`config.mk`:
```
export PLATFORM = sky130hd
export DESIGN_NAME = id_ex_reg
export DESIGN_NICKNAME = d
export VERILOG_FILES = /design/src/rtl/id_ex_reg.sv
export SDC_FILE = /design/constraint.sdc
export NUM_CORES = 1
export LEC_CHECK = 0
export BUFFER_PORTS_ARGS = -buffer_cell sky130_fd_sc_hd__buf_2
export CORE_MARGIN = 2
export CORE_UTILIZATION = 25
export DETAILED_ROUTE_END_ITERATION = 7
export SKIP_CTS_REPAIR_TIMING = 1
export SYNTH_ARGS = -nofsm -noshare
export SYNTH_HDL_FRONTEND = slang
export SYNTH_SLANG_ARGS = --single-unit
export TNS_END_PERCENT = 30
```
`constraint.sdc`:
```
create_clock -name clk -period 2.5 [get_ports clk]
set_clock_uncertainty 0.1 [all_clocks]
set_input_delay 0.625 -clock clk [delete_from_list [all_inputs] [get_ports clk]]
set_output_delay 0.625 -clock clk [all_outputs]
set_load 0.01 [all_outputs]
```
`src/rtl/id_ex_reg.sv`:
```
// ID/EX pipeline register: captures the decoded instruction for the execute
// stage, detects load-use hazards against EX, inserts bubbles on stall or
// flush, and counts inserted bubbles (saturating) for performance debug.
module id_ex_reg (
  input  logic        clk,
  input  logic        rst_n,
  input  logic        id_valid,
  input  logic [31:0] id_pc_plus4,
  input  logic [31:0] id_rs_data,
  input  logic [31:0] id_rt_data,
  input  logic [31:0] id_imm_ext,
  input  logic [4:0]  id_rs,
  input  logic [4:0]  id_rt,
  input  logic [4:0]  id_rd,
  input  logic        id_uses_rt,
  input  logic [3:0]  id_alu_op,
  input  logic        id_alu_src,
  input  logic        id_reg_dst,
  input  logic        id_mem_read,
  input  logic        id_mem_write,
  input  logic        id_reg_write,
  input  logic        id_mem_to_reg,
  input  logic        flush,
  output logic        ex_valid,
  output logic [31:0] ex_pc_plus4,
  output logic [31:0] ex_rs_data,
  output logic [31:0] ex_rt_data,
  output logic [31:0] ex_imm_ext,
  output logic [31:0] ex_operand_b,
  output logic [4:0]  ex_rs,
  output logic [4:0]  ex_rt,
  output logic [4:0]  ex_write_reg,
  output logic [3:0]  ex_alu_op,
  output logic        ex_mem_read,
  output logic        ex_mem_write,
  output logic        ex_reg_write,
  output logic        ex_mem_to_reg,
  output logic        stall,
  output logic [15:0] bubble_count
);

  logic        valid_q, valid_d;
  logic [31:0] pc_plus4_q, pc_plus4_d;
  logic [31:0] rs_data_q, rs_data_d;
  logic [31:0] rt_data_q, rt_data_d;
  logic [31:0] imm_ext_q, imm_ext_d;
  logic [31:0] operand_b_q, operand_b_d;
  logic [4:0]  rs_q, rs_d;
  logic [4:0]  rt_q, rt_d;
  logic [4:0]  write_reg_q, write_reg_d;
  logic [3:0]  alu_op_q, alu_op_d;
  logic        mem_read_q, mem_read_d;
  logic        mem_write_q, mem_write_d;
  logic        reg_write_q, reg_write_d;
  logic        mem_to_reg_q, mem_to_reg_d;
  logic [15:0] bubble_count_q, bubble_count_d;

  logic hazard;
  logic bubble;

  // Load-use hazard: EX holds a load whose destination the decode instruction reads.
  always_comb begin
    hazard = valid_q & mem_read_q & (write_reg_q != 5'd0) & id_valid &
             ((write_reg_q == id_rs) | (id_uses_rt & (write_reg_q == id_rt)));
    // Flush discards the decode instruction, so there is nothing to hold.
    stall  = hazard & ~flush;
    bubble = flush | hazard;
  end

  // Next-state for the pipeline register; data fields always load, control is
  // zeroed on a bubble and gated by id_valid otherwise.
  always_comb begin
    pc_plus4_d   = id_pc_plus4;
    rs_data_d    = id_rs_data;
    rt_data_d    = id_rt_data;
    imm_ext_d    = id_imm_ext;
    operand_b_d  = id_alu_src ? id_imm_ext : id_rt_data;
    rs_d         = id_rs;
    rt_d         = id_rt;
    write_reg_d  = id_reg_dst ? id_rd : id_rt;
    alu_op_d     = id_alu_op;
    valid_d      = id_valid;
    mem_read_d   = id_mem_read   & id_valid;
    mem_write_d  = id_mem_write  & id_valid;
    reg_write_d  = id_reg_write  & id_valid;
    mem_to_reg_d = id_mem_to_reg & id_valid;
    bubble_count_d = bubble_count_q;
    if (bubble) begin
      valid_d      = 1'b0;
      mem_read_d   = 1'b0;
      mem_write_d  = 1'b0;
      reg_write_d  = 1'b0;
      mem_to_reg_d = 1'b0;
      alu_op_d     = 4'd0;
      write_reg_d  = 5'd0;
      if (id_valid && (bubble_count_q != 16'hFFFF))
        bubble_count_d = bubble_count_q + 16'd1;
    end
  end

  // Register bank with asynchronous clear of every field.
  always_ff @(posedge clk or negedge rst_n) begin
    if (!rst_n) begin
      valid_q        <= 1'b0;
      pc_plus4_q     <= 32'd0;
      rs_data_q      <= 32'd0;
      rt_data_q      <= 32'd0;
      imm_ext_q      <= 32'd0;
      operand_b_q    <= 32'd0;
      rs_q           <= 5'd0;
      rt_q           <= 5'd0;
      write_reg_q    <= 5'd0;
      alu_op_q       <= 4'd0;
      mem_read_q     <= 1'b0;
      mem_write_q    <= 1'b0;
      reg_write_q    <= 1'b0;
      mem_to_reg_q   <= 1'b0;
      bubble_count_q <= 16'd0;
    end else begin
      valid_q        <= valid_d;
      pc_plus4_q     <= pc_plus4_d;
      rs_data_q      <= rs_data_d;
      rt_data_q      <= rt_data_d;
      imm_ext_q      <= imm_ext_d;
      operand_b_q    <= operand_b_d;
      rs_q           <= rs_d;
      rt_q           <= rt_d;
      write_reg_q    <= write_reg_d;
      alu_op_q       <= alu_op_d;
      mem_read_q     <= mem_read_d;
      mem_write_q    <= mem_write_d;
      reg_write_q    <= reg_write_d;
      mem_to_reg_q   <= mem_to_reg_d;
      bubble_count_q <= bubble_count_d;
    end
  end

  assign ex_valid      = valid_q;
  assign ex_pc_plus4   = pc_plus4_q;
  assign ex_rs_data    = rs_data_q;
  assign ex_rt_data    = rt_data_q;
  assign ex_imm_ext    = imm_ext_q;
  assign ex_operand_b  = operand_b_q;
  assign ex_rs         = rs_q;
  assign ex_rt         = rt_q;
  assign ex_write_reg  = write_reg_q;
  assign ex_alu_op     = alu_op_q;
  assign ex_mem_read   = mem_read_q;
  assign ex_mem_write  = mem_write_q;
  assign ex_reg_write  = reg_write_q;
  assign ex_mem_to_reg = mem_to_reg_q;
  assign bubble_count  = bubble_count_q;

endmodule

```
==> flow_summary.rst <==
.. list-table::
   :header-rows: 1

   * - Metric
     - Value
   * - Result of the run
     - complete, but fails checks
   * - Failing checks
     - negative setup slack
   * - Sequential-to-total area share from yosys stat
     - 82.1%
   * - Final Cycle Share
     - 101%
   * - Power density relative to cell area
     - 768 nW/um^2
   * - Arrival time of data at the critical path endpoint
     - 1800 ps
   * - Slew at the pin closest to its max-slew limit
     - 594 ps
   * - Startpoint type of the worst setup path
     - flop
   * - Commonest cells after routing, fill and taps aside
     - buf_2, dfrtp_1, mux2_2
   * - Reg-to-reg slack, setup
     - 350 ps
   * - RSZ-0062 raised after global routing
     - yes
   * - Ports
     - 359
   * - Fraction of final layout cells sized beyond drive strength 1
     - 61.8%
   * - Critical Path End Type
     - output port
   * - Static power due to leakage
     - 0.00455 uW
   * - Maximum number of pins on one net before global-route repair
     - 66
   * - Worst r2r path cells
     - 7
   * - Clock transition at path regs
     - 80 ps
   * - Fraction of synthesis flops using an asynchronous set or reset pin
     - 100%
   * - Number of flops mapped to enable cells by yosys
     - 0
   * - Via total after detailed routing
     - 4,119
   * - Site Rows
     - 57
   * - Clock tree from TritonCTS
     - yes
   * - Starting utilization of the core area
     - 25.3%
   * - Library cell contributing the largest single delay on the critical path
     - dfrtp_2
   * - Delay-heaviest family, CP
     - simple AND/OR/NAND/NOR gates
   * - Fin cells
     - 1,057
   * - Cell at the root of the clock tree
     - clkbuf_16
   * - Full die area
     - 25,700 sq um
   * - Timing-limited maximum frequency
     - 396 MHz
   * - Main flop type after synthesis
     - dfrtp_1
   * - Most frequent standard cell in the layout excluding fill and tap cells
     - buf_2
   * - Worst slew slack as a fraction of its limit
     - 60.4%
   * - I/O Buffers
     - 358
   * - Average cell area after synthesis
     - 18.1 sq um
   * - Net count reported at finish
     - 878
   * - Post-Route Utilization
     - 37.4%
   * - Mapped cell area
     - 6100 sq um
   * - Synthesized net count
     - 496
   * - Level count of the clock H-tree
     - 4
   * - Buffering stage count on the worst path with inverters included
     - 1
   * - Yosys cell types
     - 35
   * - Count of final max-slew check failures
     - 0
   * - IR drop worst, VDD
     - 0.376 mV
   * - Area added between synthesis and finish
     - 47.9%
   * - Half-perimeter wire length after detailed placement
     - 12.8 mm
   * - Destination of the worst register-to-register timing path
     - bubble_count[1]$_DFFE_PN0P_
   * - GRT Overall Usage
     - 13.0%
   * - Number of detailed-route iterations in the first pass
     - 4
   * - Final setup fails
     - 1
   * - Die Y
     - 160 microns
   * - Reg-to-reg startpoint
     - ex_write_reg[0]$_DFF_PN0_
   * - Number of sinks handled by clock tree synthesis
     - 200
   * - DR DRC count
     - 0
   * - Vias per Instance
     - 3.90
   * - CP required
     - 1770 ps
   * - Type of the most critical hold path
     - input port to async pin
   * - Worst-case setup margin in the final layout
     - -25.7 ps
   * - Number of violations of the max-capacitance limit
     - 0
   * - Count of antenna-violating nets left after detailed routing
     - 0
   * - Synthesized netlist cell count
     - 337
   * - Antenna violations before repair
     - 2
   * - GRT overflow
     - 0
   * - Number of buffers added by the clock tree synthesis step
     - 17
   * - Final routed wire length divided by cell count
     - 15.6 microns
   * - Initial DRC Count
     - 198
   * - Minimum clock period after layout
     - 2530 ps
   * - Largest fanout on the critical path
     - 3
   * - Largest stage delay, worst path
     - 410 ps
   * - Hold violation total from the final report
     - 0
   * - Clk Latency, worst-skew pair
     - 420 ps
   * - Synth Warn #
     - 0
   * - Gpl congestion
     - 0.798
   * - Via count of the first global-routing pass
     - 4,572
   * - Critical Path, Cell by Cell
     - xnor2_1, nand4_1, nor3_2, o21ai_2, nor2_1, buf_2
   * - Power Total
     - 6920 uW
   * - Logic depth of the worst setup path including buffers
     - 6
   * - Longest Clk Path Bufs
     - 2
   * - Type of the setup path with the least slack
     - flop to output port
   * - First-pass GRT wire length
     - 25.6 mm
   * - Routed wire length
     - 16.5 mm
   * - Die Span X
     - 160 microns
   * - Core Region
     - 24,100 sq um
   * - Yosys reg bits
     - 200
   * - Number of placed instances, taps included
     - 1,022
-- metal layers --
layer | track usage, % | share of wire, % | up-vias
li1 | - | - | 1876
met2 | 22.5 | 50 | 205
met5 | 0 | 0 | -
met1 | 15.0 | 39 | 2025
met4 | 3.93 | 1.5 | 0
met3 | 4.96 | 8.9 | 13
-- how the worst max path moves through the flow --
stage | from | slack, ps | to
global route | ex_write_reg[3]$_DFF_PN0_ | -120 | stall
finish | ex_write_reg[3]$_DFF_PN0_ | -30 | stall
detailed placement | id_rt[4] | 70 | stall
global placement | id_rt[4] | 90 | stall
CTS | ex_write_reg[0]$_DFF_PN0_ | -110 | stall
floorplan | id_rs[4] | 450 | stall
-- power breakdown --
part | internal [uW] | total, uW | switching [uW]
sequential | 3440 | 3540 | 102
clock | 1330 | 2630 | 1310
combinational | 351 | 751 | 401
total | 5120 | 6920 | 1810
-- through the flow --
stage / TNS (ps) / instance area, sq um / hold WS, ps / setup WS [ps]
4_1_cts: -107 / 8960 / 110 / -107
2_1_floorplan: 0 / 6100 / 229 / 450
5_1_grt: -121 / 9010 / 120 / -121
3_5_place_dp: 0 / 8400 / 392 / 67.6
3_3_place_gp: 0 / 8400 / 396 / 92.4
6_report: -25.7 / 9020 / 95.9 / -25.7
-- cell families (layout without fill, tap and decap cells) --
family	after synthesis	after routing	share of synthesized area [%]
DFF	200	200	82.1
AOI/OAI and AO/OA	5	5	0.431
muxes	38	38	6.92
other	0	2	0
buffers and inverters	13	407	1.11
adders and majority gates	1	1	0.205
xor gates and xnor gates	24	24	3.45
and+or+nand+nor	56	56	5.81
-- synthesized netlist by cell type, drive strengths merged, types with 2 or more instances --
| library cell | n | area (sq um) |
|---|---|---|
| dfrtp | 200 | 5000 |
| mux2 | 33 | 372 |
| xnor2 | 20 | 175 |
| nor2 | 14 | 67.6 |
| nand3 | 11 | 65.1 |
| and2 | 6 | 40.0 |
| buf | 6 | 41.3 |
| nand4 | 6 | 37.5 |
| inv | 5 | 18.8 |
| mux2i | 5 | 50.1 |
| and3 | 4 | 32.5 |
| nor3 | 4 | 20.0 |
| xor2 | 4 | 35.0 |
| a21oi | 3 | 15.0 |
| nand2 | 3 | 13.8 |
| and4 | 2 | 20.0 |
| clkbuf | 2 | 7.51 |
| nand3b | 2 | 15.0 |
-- final cells by class --
class                           instances  area [sq um]
Sequential cell                       200          5010
Multi-Input combinational cell        124          1050
Clock buffer                           18           429
Clock inverter                         13           136
Tap cell                              324           405
Antenna cell                            2          5.00
Fill cell                            2381         15100
Inverter                                5          18.8
Timing Repair Buffer                  371          1960
No activity file was read; power rests on OpenSTA's default activity.
